==> config.mk <==
export PLATFORM = sky130hd
export DESIGN_NAME = imem_dmem_arbiter
export DESIGN_NICKNAME = d
export VERILOG_FILES = /design/src/rtl/imem_dmem_arbiter.sv
export SDC_FILE = /design/constraint.sdc
export NUM_CORES = 1
export LEC_CHECK = 0
export ABC_AREA = 1
export CORE_MARGIN = 5
export CORE_UTILIZATION = 45
export CTS_BUF_LIST = sky130_fd_sc_hd__clkbuf_4
export CTS_CLUSTER_SIZE = 10
export DETAILED_ROUTE_END_ITERATION = 8
export GPL_TIMING_DRIVEN = 1
export PLACE_DENSITY_LB_ADDON = 0.15
export RECOVER_POWER = 25
export SLEW_MARGIN = 30
export SYNTH_ARGS = -nofsm -noshare
export SYNTH_HDL_FRONTEND = slang
export SYNTH_SLANG_ARGS = --single-unit
==> constraint.sdc <==
create_clock -name clk -period 6.8 [get_ports clk]
set_input_delay 1.36 -clock clk [delete_from_list [all_inputs] [get_ports clk]]
set_output_delay 1.36 -clock clk [all_outputs]
set_load 0.01 [all_outputs]
==> src/rtl/imem_dmem_arbiter.sv <==
// rtl/imem_dmem_arbiter.sv - single-port BRAM arbiter between instruction fetch and load/store
module imem_dmem_arbiter #(
    parameter int XLEN         = 32,
    parameter int MEM_AW       = 12,
    parameter int HART_W       = 1,
    parameter int STARVE_LIMIT = 4
) (
    input  logic              clk,
    input  logic              rst,
    input  logic              if_req_valid,
    input  logic [XLEN-1:0]   if_req_pc,
    input  logic [HART_W-1:0] if_req_hart,
    output logic              if_req_ready,
    output logic              if_rsp_valid,
    output logic [XLEN-1:0]   if_rsp_inst,
    output logic [XLEN-1:0]   if_rsp_pc,
    output logic [HART_W-1:0] if_rsp_hart,
    input  logic              d_req_valid,
    input  logic              d_req_we,
    input  logic [3:0]        d_req_be,
    input  logic [XLEN-1:0]   d_req_addr,
    input  logic [XLEN-1:0]   d_req_wdata,
    input  logic [HART_W-1:0] d_req_hart,
    output logic              d_req_ready,
    output logic              d_rsp_valid,
    output logic [XLEN-1:0]   d_rsp_rdata,
    output logic [HART_W-1:0] d_rsp_hart,
    input  logic              flush_valid,
    input  logic [HART_W-1:0] flush_hart,
    output logic              bram_en,
    output logic [3:0]        bram_we,
    output logic [MEM_AW-1:0] bram_addr,
    output logic [XLEN-1:0]   bram_wdata,
    input  logic [XLEN-1:0]   bram_rdata
);

    localparam int SC_W = $clog2(STARVE_LIMIT + 1);

    logic [SC_W-1:0]   starve_cnt;
    logic              if_force;
    logic              grant_if;
    logic              grant_d;

    // Pending register: describes the access whose read data arrives this cycle
    logic              p_valid;
    logic              p_src_if;
    logic [HART_W-1:0] p_hart;
    logic [XLEN-1:0]   p_pc;
    logic              p_store;
    logic              p_kill;

    // Last delivered response values, shown while the matching valid is low
    logic [XLEN-1:0]   if_inst_q;
    logic [XLEN-1:0]   if_pc_q;
    logic [HART_W-1:0] if_hart_q;
    logic [XLEN-1:0]   d_rdata_q;
    logic [HART_W-1:0] d_hart_q;

    logic              flush_now;
    logic              if_deliver;
    logic              d_deliver;

    // Word index only: byte offset and bits above the BRAM size are dropped (aliasing)
    logic              unused_addr_bits;
    assign unused_addr_bits = ^{d_req_addr[XLEN-1:MEM_AW+2], d_req_addr[1:0]};

    assign if_force     = if_req_valid && (starve_cnt == SC_W'(STARVE_LIMIT));
    assign grant_if     = if_req_valid && (!d_req_valid || if_force);
    assign grant_d      = d_req_valid && !grant_if;
    assign if_req_ready = grant_if;
    assign d_req_ready  = grant_d;

    // BRAM port drive for the winning requester
    always_comb begin
        bram_en    = 1'b0;
        bram_we    = 4'b0000;
        bram_addr  = '0;
        bram_wdata = '0;
        if (grant_if) begin
            bram_en   = 1'b1;
            bram_addr = if_req_pc[MEM_AW+1:2];
        end else if (grant_d) begin
            bram_en   = 1'b1;
            bram_addr = d_req_addr[MEM_AW+1:2];
            if (d_req_we) begin
                bram_we    = d_req_be;
                bram_wdata = d_req_wdata;
            end
        end
    end

    // Count consecutive cycles a waiting fetch has been denied
    always_ff @(posedge clk or posedge rst) begin
        if (rst) begin
            starve_cnt <= '0;
        end else if (!if_req_valid || grant_if) begin
            starve_cnt <= '0;
        end else if (starve_cnt != SC_W'(STARVE_LIMIT)) begin
            starve_cnt <= starve_cnt + SC_W'(1);
        end
    end

    // Capture the granted request so its response lines up with the BRAM read latency
    always_ff @(posedge clk or posedge rst) begin
        if (rst) begin
            p_valid  <= 1'b0;
            p_src_if <= 1'b0;
            p_hart   <= '0;
            p_pc     <= '0;
            p_store  <= 1'b0;
            p_kill   <= 1'b0;
        end else begin
            p_valid <= grant_if || grant_d;
            if (grant_if || grant_d) begin
                p_src_if <= grant_if;
                p_hart   <= grant_if ? if_req_hart : d_req_hart;
                p_pc     <= if_req_pc;
                p_store  <= grant_d && d_req_we;
                p_kill   <= grant_if && flush_valid && (flush_hart == if_req_hart);
            end
        end
    end

    // A redirect of the fetching hart during the response cycle also squashes the fetch
    assign flush_now  = flush_valid && (flush_hart == p_hart);
    assign if_deliver = p_valid && p_src_if && !p_kill && !flush_now;
    assign d_deliver  = p_valid && !p_src_if;

    // Remember delivered responses so outputs hold while idle
    always_ff @(posedge clk or posedge rst) begin
        if (rst) begin
            if_inst_q <= '0;
            if_pc_q   <= '0;
            if_hart_q <= '0;
            d_rdata_q <= '0;
            d_hart_q  <= '0;
        end else begin
            if (if_deliver) begin
                if_inst_q <= bram_rdata;
                if_pc_q   <= p_pc;
                if_hart_q <= p_hart;
            end
            if (d_deliver) begin
                d_rdata_q <= p_store ? '0 : bram_rdata;
                d_hart_q  <= p_hart;
            end
        end
    end

    assign if_rsp_valid = if_deliver;
    assign if_rsp_inst  = if_deliver ? bram_rdata : if_inst_q;
    assign if_rsp_pc    = if_deliver ? p_pc : if_pc_q;
    assign if_rsp_hart  = if_deliver ? p_hart : if_hart_q;
    assign d_rsp_valid  = d_deliver;
    assign d_rsp_rdata  = d_deliver ? (p_store ? '0 : bram_rdata) : d_rdata_q;
    assign d_rsp_hart   = d_deliver ? p_hart : d_hart_q;

endmodule

[Word-level counts from Yosys, hierarchy flattened]
Cells that the tools add are included.
W data, S select, Z words.
Word-level totals
  ROM bits: 0
  logic and storage cells: 57
  memories: 0
  memory bits (writable): 0
  output and inout port bits: 151
  latch bits: 0
  input port bits: 141
  register bits after elaboration: 138
Operators by class
  bitwise logic cells: 0
  $lt $le $gt $ge: 0
  equal/unequal tests: 4
  div/mod/pow operators: 0
  reduce and logical (&&, ||, !) cells: 21
  multiply operators: 0
  multiplexer cells: 19
  shifts and indexed selects: 0
  add/subtract/negate cells: 1
Operator list (number)
  $mux W32: 7
  $mux W12: 2
  $mux W4: 3
  $logic_and A1 B1 Y1: 11
  $logic_not A1 Y1: 6
  $mux W3: 2
  $mux W1: 5
  $add A3 B1 Y3 const B: 1
  $eq A3 B3 Y1 const B: 1
  $logic_or A1 B1 Y1: 3
  $ne A3 B3 Y1 const B: 1
  $eq A1 B1 Y1: 2
  $reduce_bool A2 Y1: 1

[Logic depth before layout (Yosys ltp)]
Gate-level depths: netlist of run 1.
  word-level depth: 8
  mapped depth: 9
  gate-level depth less buffers: 7

[Least setup slack after synthesis of run 1]
No wires, ideal clock.
  path kind: input -> output
  start point: input port d_req_we
  end point: output port bram_wdata[10]
  slack: 3.393 ns
  path buffers: 2
  stages on the path: 4
  data arrival time: 2.047 ns
  cells stage by stage: buf_2 > clkbuf_1 > nand2_1 > nor2_1
Between the ends
  word-level cells in the longest chain between the ends: 3
Ends and longest elaborated chain
  from (decl): line 19  | input logic d_req_we,
  $mux W32: line 85  | if (d_req_we) begin
  $mux W32: line 82  | end else if (grant_d) begin
  $mux W32: line 79  | if (grant_if) begin
  to (decl): line 33  | output logic [XLEN-1:0] bram_wdata,
No other way between the ends.

[Worst setup path after layout of run 1]
  start point: input port if_req_valid
  end point: output port bram_addr[1]
Between the ends
  word-level cells in the longest chain between the ends: 7
Ends and longest elaborated chain
  from (decl): line 10  | input logic if_req_valid,
  $logic_and A1 B1 Y1: line 67  | assign if_force = if_req_valid && (starve_cnt == SC_W'(STARVE_LIMIT));
  $logic_or A1 B1 Y1: line 68  | assign grant_if = if_req_valid && (!d_req_valid || if_force);
  $logic_and A1 B1 Y1 *: line 68
  $logic_not A1 Y1: line 69  | assign grant_d = d_req_valid && !grant_if;
  $logic_and A1 B1 Y1: line 69
  $mux W12: line 82
  $mux W12 *: line 79
  to (decl): line 32  | output logic [MEM_AW-1:0] bram_addr,
Mark *: on every way between the ends. The rest lies on a longest branch, timed or not.

==> results of run 1 <==
-- cells by family (layout without fill, tap and decap cells) --
| logic type | Yosys count | in the layout | synth area share [%] |
|---|---|---|---|
| and+or+nand+nor | 441 | 441 | 29.4 |
| DFF | 138 | 138 | 58.1 |
| buffers and inverters | 73 | 335 | 6.66 |
| AOI/OAI and AO/OA | 60 | 60 | 5.10 |
| adders and majority gates | 2 | 2 | 0.421 |
| xor gates and xnor gates | 2 | 2 | 0.295 |
| other | 0 | 1 | 0 |
-- state kept, by name, indices dropped and copies added (netlist names) --
| register | flops |
|---|---|
| starve_cnt | 3 |
| if_inst_q | 32 |
| d_rdata_q | 32 |
| if_pc_q | 32 |
| d_hart_q | 1 |
| p_kill | 1 |
| p_valid | 1 |
| p_pc | 32 |
| p_src_if | 1 |
| p_store | 1 |
| p_hart | 1 |
| if_hart_q | 1 |
-- cells in the mapped netlist, types with 2 or more instances --
| library cell | instances | area share, % |
|---|---|---|
| o21ai_0 | 58 | 4.9 |
| nor2_1 | 41 | 2.6 |
| buf_4 | 3 | 0.38 |
| buf_1 | 4 | 0.25 |
| inv_1 | 23 | 1.5 |
| buf_2 | 21 | 1.8 |
| buf_6 | 11 | 2.1 |
| clkbuf_1 | 8 | 0.51 |
| inv_2 | 2 | 0.13 |
| nand3_1 | 69 | 5.8 |
| ha_1 | 2 | 0.42 |
| nand2_1 | 329 | 21 |
| dfrtp_1 | 138 | 58 |
| xnor2_1 | 2 | 0.29 |
-- cell type report --
class / instances / area (um^2) / area share, %
timing repair buffer: 278 / 2760 / 31.1
multi-input combinational: 505 / 2100 / 23.7
clock inverter: 9 / 75.1 / 0.845
inverter: 25 / 93.8 / 1.06
sequential: 138 / 3450 / 38.9
antenna: 1 / 2.50 / 0.0282
tap: 176 / 220 / 2.48
clock buffer: 23 / 173 / 1.94
-- routing by layer --
metal / global-route usage (%) / share of wire [%]
met1: 26.5 / 40
met5: 0 / 0
met3: 7.89 / 7.1
met4: 6.57 / 1.9
met2: 39.4 / 51
-- tightest hold or removal path, stage by stage, from the launching register on --
cell	delay, ns
dfrtp_1	0.33
nand2_1	0.05
nand2_1	0.06
-- worst min path at each step --
stage                                    from                         to  slack (ns)
floorplan           starve_cnt[0]$_DFFE_PP0P_  starve_cnt[0]$_DFFE_PP0P_        0.43
global placement    starve_cnt[0]$_DFFE_PP0P_  starve_cnt[0]$_DFFE_PP0P_        0.45
detailed placement    if_inst_q[28]$_DFF_PP0_    if_inst_q[28]$_DFF_PP0_        0.45
CTS                   if_inst_q[28]$_DFF_PP0_    if_inst_q[28]$_DFF_PP0_        0.48
global route             if_pc_q[3]$_DFF_PP0_       if_pc_q[3]$_DFF_PP0_        0.49
finish                if_inst_q[28]$_DFF_PP0_    if_inst_q[28]$_DFF_PP0_        0.47
-- report_power, final --
part	internal (uW)	leakage (uW)	switching (uW)
Combinational	372	0.00238	360
Clock	202	0.000145	277
Sequential	963	0.00171	43.6
Total	1540	0.00424	680
-- through the flow --
stage	utilization [%]	total power, uW
finish	67.9	2220
floorplan	-	1340
global route	67.9	2350
global placement	66.1	1750
CTS	68.0	2240
detailed placement	66.1	1760
==> flow_summary.toml, run 1 <==
[outcome]
run_status = "complete, but fails checks"
violations = "max-capacitance violations, max-slew violations"

[floorplanning]
die_w_um = 125
start_util_pct = 45.4
num_io_pins = 292
design.die.area_mm2 = 0.0156
core_area_mm2 = 0.0131
row_count = 42
die_y_um = 125

[sta]
slew_headroom_pct = -156
fmax_mhz = 199
skew_ns = 0.0201
finalSetupTns_ns = 0
hold_ws_ns = 0.473
drv_slew = 174
final-setup-viol-count = 0
final.min_clock_period_ns = 5.04
finalWorstSetupSlack_ns = 1.76
worst_pin_slew_ns = 3.84
rsz0062_at_grt = "no"
hold_viol_final = 0
fin_crit_sh_pct = 74.1

[flow_run]
max-cap-violations = 2

[critical_path]
cpPeakStageDelay_ns = 0.60
endpoint_kind = "output port"
worstPathArrival_ns = 3.68
crit_path_cell_trace = "clkdlybuf4s50_1, nand3_1, nand2_1, buf_4, nand2_1, o21ai_0, clkdlybuf4s50_1"
timing.rr.end = "d_rdata_q[26]$_DFF_PP0_"
critPathRequiredTime_ns = 5.44
setup.worst_path.end = "bram_addr[1]"
slowest_stage = "clkdlybuf4s50_1"
worst-path-stages = 7
r2r_slack_ns = 4.30
cp_max_fo = 38
rr_worst_depth = 3
startpoint = "if_req_valid"
r2r_start = "p_src_if$_DFFE_PP0P_"
cp_top_family = "buffers and inverters"
cp-start-kind = "input pin"
worstSetupPathType = "in -> out"
cp_num_buf_inv = 3

[placed_design]
dp_slack_ns = 1.78
place_hpwl_mm = 12.2
dp_cells = 1122
gp_congestion = 0.765
place_area_mm2 = 0.00864
port_buffers = 271

[detailed_routing]
antenna_left = 0
dr.first_iter.drc_count = 299
wire_per_inst_um = 15.3
drcViolationCount = 0
vias_per_cell = 4.83
drtPass1Iterations = 6
wl_mm = 17.7
dr_total_vias = 5576

[cts]
cts_hold_buffers = 0
cts_root_buf = "clkbuf_4"
clkSinkCount = 138
post_cts_buffers = 0
clkLatencyLatePin_ns = 0.53
post_cts_resized = 0
htree_levels = 4
clk_pin_slew_ns = 0.09
clockBufferDepth = 2
cts_made_buffers = 17
cts_tree = "built"

[yosys]
synthArstFlopShare_pct = 100
netlist_area_mm2 = 0.00594
synth.distinct_cells = 19
syn_nets = 859
ys.flop_type = "dfrtp_1"
syn_avg_cell_area_um2 = 8.30
ys_warn_count = 0
synth_edf_count = 0
ys_ff_latch = 138
netlist_instances = 716
synth-seq-area-share_pct = 58.1

[pwr]
leakage_uw = 0.00424
power_density_mw_per_mm2 = 250
ir_worst_vdd_v = 0.0000929

[worst_hold_path]
whs_path_depth = 2
hp-class = "reg -> reg"

[global_route]
grt_pass1_wl_mm = 28.3
grt_max_degree = 106
gr-total-overflow = 0
grt_usage_pct = 22.6
grt_pass1_vias = 5695
antenna_found_initial = 1

[finish]
final_common_cell = "nand2_1"
final_cell_mix = "nand2_1, clkdlybuf4s50_1, dfrtp_1"
fillers = 1069
nNetsFinal = 1108
layout.cell_area.non_filler_mm2 = 0.00888
final-instance-count-excl-fill = 1155
drive_above_1_share_pct = 4.70
area_growth_pct = 49.5
Power figures use the tool's default switching activity.
==> run 2, diff against run 1 <==
--- a/config.mk
+++ b/config.mk
@@ -7,7 +7,7 @@
 export LEC_CHECK = 0
 export ABC_AREA = 1
 export CORE_MARGIN = 5
-export CORE_UTILIZATION = 45
+export CORE_UTILIZATION = 42
 export CTS_BUF_LIST = sky130_fd_sc_hd__clkbuf_4
 export CTS_CLUSTER_SIZE = 10
 export DETAILED_ROUTE_END_ITERATION = 8
==> constraint.sdc (replaced) <==
create_clock -name clk -period 5.2 [get_ports clk]
set_input_delay 1.04 -clock clk [delete_from_list [all_inputs] [get_ports clk]]
set_output_delay 1.04 -clock clk [all_outputs]
set_load 0.01 [all_outputs]
==> flow_summary.toml, run 2 (synthesis results as in run 1) <==
[outcome]
run_status = "complete, but fails checks"
violations = "max-capacitance violations, max-slew violations"

[detailed_routing]
drcViolationCount = 0
antenna_left = 0
vias_per_cell = 4.76
wire_per_inst_um = 15.5
wl_mm = 18.0
drtPass1Iterations = 5
dr_total_vias = 5526
dr.first_iter.drc_count = 320

[sta]
final-setup-viol-count = 0
slew_headroom_pct = -111
hold_viol_final = 0
final.min_clock_period_ns = 4.39
hold_ws_ns = 0.478
rsz0062_at_grt = "no"
worst_pin_slew_ns = 3.16
drv_slew = 153
finalSetupTns_ns = 0
fin_crit_sh_pct = 84.4
finalWorstSetupSlack_ns = 0.812
skew_ns = 0.0206
fmax_mhz = 228

[cts]
cts_made_buffers = 17
post_cts_buffers = 0
htree_levels = 4
clk_pin_slew_ns = 0.12
clockBufferDepth = 2
cts_tree = "built"
cts_hold_buffers = 0
post_cts_resized = 0
clkSinkCount = 138
cts_root_buf = "clkbuf_4"
clkLatencyLatePin_ns = 0.53

[pwr]
ir_worst_vdd_v = 0.000131
power_density_mw_per_mm2 = 325
leakage_uw = 0.00424

[floorplanning]
core_area_mm2 = 0.0139
design.die.area_mm2 = 0.0166
start_util_pct = 42.8
die_y_um = 129
die_w_um = 129
num_io_pins = 292
row_count = 43

[critical_path]
crit_path_cell_trace = "inv_1, nand2_1, o21ai_0, clkdlybuf4s50_1"
cp_max_fo = 67
worstPathArrival_ns = 3.35
critPathRequiredTime_ns = 4.16
cp-start-kind = "flip-flop"
cp_num_buf_inv = 2
rr_worst_depth = 3
worstSetupPathType = "reg -> out"
r2r_slack_ns = 2.81
r2r_start = "p_src_if$_DFFE_PP0P_"
slowest_stage = "nand2_1"
endpoint_kind = "output port"
cpPeakStageDelay_ns = 1.02
cp_top_family = "simple AND/OR/NAND/NOR gates"
timing.rr.end = "d_rdata_q[11]$_DFF_PP0_"

[placed_design]
dp_slack_ns = 0.949
place_hpwl_mm = 12.7
gp_congestion = 0.768
place_area_mm2 = 0.00869
port_buffers = 271

[worst_hold_path]
whs_path_depth = 2
min_from = "if_inst_q[29]$_DFF_PP0_"
holdPathEnd = "if_inst_q[29]$_DFF_PP0_"
hp-class = "reg -> reg"

[finish]
nNetsFinal = 1111
drive_above_1_share_pct = 4.59
finish.utilization_pct = 64.2
layout.cell_area.non_filler_mm2 = 0.00892
final_common_cell = "nand2_1"
area_growth_pct = 50.1
final_cell_mix = "nand2_1, clkdlybuf4s50_1, dfrtp_1"

[global_route]
antenna_found_initial = 1
gr-total-overflow = 0
grt_pass1_vias = 5650
grt_pass1_wl_mm = 29.0
grt_usage_pct = 22.3
grt_max_degree = 85

[flow_run]
max-cap-violations = 2
-- run 2: how the worst max path moves through the flow --
stage                                     from                 end  cells after the start
after CTS                           flush_hart     if_rsp_inst[21]                      7
after detailed placement            flush_hart         if_rsp_hart                      7
after floorplan                            rst  d_hart_q$_DFF_PP0_                      1
after global routing      p_src_if$_DFFE_PP0P_          d_rsp_hart                      4
after global placement              flush_hart      if_rsp_inst[1]                      7
final                     p_src_if$_DFFE_PP0P_     d_rsp_rdata[11]                      4
-- run 2: stage by stage --
step	power, uW	cells
after floorplan	1750	716
after global placement	2300	1129
after detailed placement	2310	1129
after CTS	2930	1161
after global routing	3070	1162
final	2900	1162
-- run 2: cell type report --
cell class,count,area (um^2)
sequential,138,3450
fill,1204,4960
tap,180,225
clock inverter,14,106
timing repair buffer,281,2800
clock buffer,18,135
antenna,1,2.50
inverter,25,93.8
multi-input combinational,505,2100
-- run 2: where the power goes --
| group | internal, uW | total (uW) | switching, uW |
|---|---|---|---|
| registers | 1260 | 1310 | 55.2 |
| logic | 490 | 963 | 473 |
| clock network | 235 | 618 | 383 |
-- run 2: worst register-to-register path, cell delays in order, from the launching register on --
cell and delay [ns]:
dfrtp_1 0.36, inv_1 0.05, nand2_1 1.30, o21ai_0 0.45
-- run 2: metal layers --
layer | wire length (um) | GRT usage (%)
met1 | 7010 | 26.4
met2 | 9150 | 38.5
met3 | 1590 | 7.72
met4 | 274 | 6.49
met5 | 0 | 0
==> run 3, diff against run 2 <==
--- a/config.mk
+++ b/config.mk
@@ -7,7 +7,7 @@
 export LEC_CHECK = 0
 export ABC_AREA = 1
 export CORE_MARGIN = 5
-export CORE_UTILIZATION = 42
+export CORE_UTILIZATION = 38
 export CTS_BUF_LIST = sky130_fd_sc_hd__clkbuf_4
 export CTS_CLUSTER_SIZE = 10
 export DETAILED_ROUTE_END_ITERATION = 8
==> constraint.sdc (replaced) <==
create_clock -name clk -period 3.79 [get_ports clk]
set_input_delay 0.758 -clock clk [delete_from_list [all_inputs] [get_ports clk]]
set_output_delay 0.758 -clock clk [all_outputs]
set_load 0.01 [all_outputs]
==> flow_summary.toml, run 3 (synthesis results as in run 1) <==
[floorplanning]
design.die.area_mm2 = 0.0182
start_util_pct = 38.9
die_w_um = 135
die_y_um = 135
row_count = 45
core_area_mm2 = 0.0153
num_io_pins = 292

[global_route]
grt_max_degree = 68
gr-total-overflow = 0
grt_usage_pct = 20.0
antenna_found_initial = 1
grt_pass1_wl_mm = 28.8
grt_pass1_vias = 5579

[cts]
cts_tree = "built"
clk_pin_slew_ns = 0.11
htree_levels = 4
clkLatencyLatePin_ns = 0.52
post_cts_resized = 0
post_cts_buffers = 0
cts_hold_buffers = 0
clkSinkCount = 138
clockBufferDepth = 2
cts_made_buffers = 17
cts_root_buf = "clkbuf_4"

[sta]
final-setup-viol-count = 0
finalWorstSetupSlack_ns = 0.327
final.min_clock_period_ns = 3.46
worst_pin_slew_ns = 1.80
hold_viol_final = 0
hold_ws_ns = 0.479
fin_crit_sh_pct = 91.4
finalSetupTns_ns = 0
slew_headroom_pct = -20.3
drv_slew = 42
fmax_mhz = 289
rsz0062_at_grt = "no"
skew_ns = 0.0167

[finish]
fillers = 1420
final_cell_mix = "nand2_1, clkdlybuf4s50_1, dfrtp_1"
final_common_cell = "nand2_1"
nNetsFinal = 1116
area_growth_pct = 52.4
final-instance-count-excl-fill = 1196
drive_above_1_share_pct = 4.78

[outcome]
violations = "max-capacitance violations, max-slew violations"
run_status = "complete, but fails checks"

[critical_path]
r2r_slack_ns = 2.22
worstPathArrival_ns = 2.70
rr_worst_depth = 7
cp-start-kind = "input pin"
r2r_start = "p_valid$_DFF_PP0_"
slowest_stage = "clkdlybuf4s50_1"
cp_max_fo = 14
timing.rr.end = "if_inst_q[0]$_DFF_PP0_"
cpPeakStageDelay_ns = 0.58
endpoint_kind = "output port"
worstSetupPathType = "in -> out"
critPathRequiredTime_ns = 3.03
crit_path_cell_trace = "clkdlybuf4s50_1, nand3_1, nand2_1, nand2_1, o21ai_0, clkdlybuf4s50_1"

[detailed_routing]
dr.first_iter.drc_count = 295
dr_total_vias = 5507
drcViolationCount = 0
vias_per_cell = 4.60
wl_mm = 18.1
wire_per_inst_um = 15.2
antenna_left = 0
drtPass1Iterations = 4

[pwr]
power_density_mw_per_mm2 = 447
leakage_uw = 0.00428
ir_worst_vdd_v = 0.000163
power.total_uw = 4050

[placed_design]
port_buffers = 271
dp_cells = 1165
place_hpwl_mm = 12.8
dp_slack_ns = 0.327
gp_congestion = 0.761

[worst_hold_path]
whs_path_depth = 2
holdPathEnd = "if_inst_q[16]$_DFF_PP0_"
min_from = "if_inst_q[16]$_DFF_PP0_"
hp-class = "reg -> reg"

[flow_run]
max-cap-violations = 1
-- run 3: cell types whose count changed in the layout (fill, tap and decap cells not counted), sizes merged --
cell	change
clkinvlp	+2
dlymetal6s4s	+1
clkbuf	+1
bufinv	+1
clkinv	-4
buf	+2
-- run 3: worst max path at each step --
stage	cells past startpoint	slack (ns)	end	startpoint
6_report	6	0.33	bram_addr[5]	if_req_valid
3_3_place_gp	6	0.33	bram_addr[1]	if_req_valid
5_1_grt	6	0.10	bram_addr[5]	if_req_valid
2_1_floorplan	1	1.31	d_hart_q$_DFF_PP0_	rst
3_5_place_dp	6	0.33	bram_addr[10]	if_req_valid
4_1_cts	6	0.30	bram_addr[5]	if_req_valid
-- run 3: routing by layer --
layer	global-route usage [%]	vias up	routed length [um]
met2	33.6	213	8810
met3	7.00	15	1500
met5	0	-	0
met4	5.43	0	261
li1	-	2761	-
met1	24.5	2518	7580
-- run 3: worst max-delay path, delay by kind of cell --
family          cells  cell delay (ns)
compound gates      1             0.27
buf+inv             2             1.15
simple gates        3             0.51
-- run 3: final cells by class --
cell class | instances | area (um^2) | area share, %
clock inverter | 13 | 129 | 1.42
sequential | 138 | 3450 | 38.1
timing repair buffer | 286 | 2870 | 31.7
inverter | 25 | 95.1 | 1.05
clock buffer | 17 | 128 | 1.41
tap | 211 | 264 | 2.92
multi-input combinational | 505 | 2110 | 23.3
antenna | 1 | 2.50 | 0.0276
-- run 3: through the flow --
stage / area [um^2] / utilization, %
2_1_floorplan: 5940 / -
3_3_place_gp: 8830 / 57.9
3_5_place_dp: 8830 / 57.9
4_1_cts: 9080 / 59.5
5_1_grt: 9050 / 59.3
6_report: 9050 / 59.3
-- run 3: report_power, final --
group,switching [uW],internal (uW),leakage (uW)
Sequential,77.1,1730,0.00171
Combinational,654,686,0.00244
Clock,525,378,0.000129
Total,1260,2790,0.00428
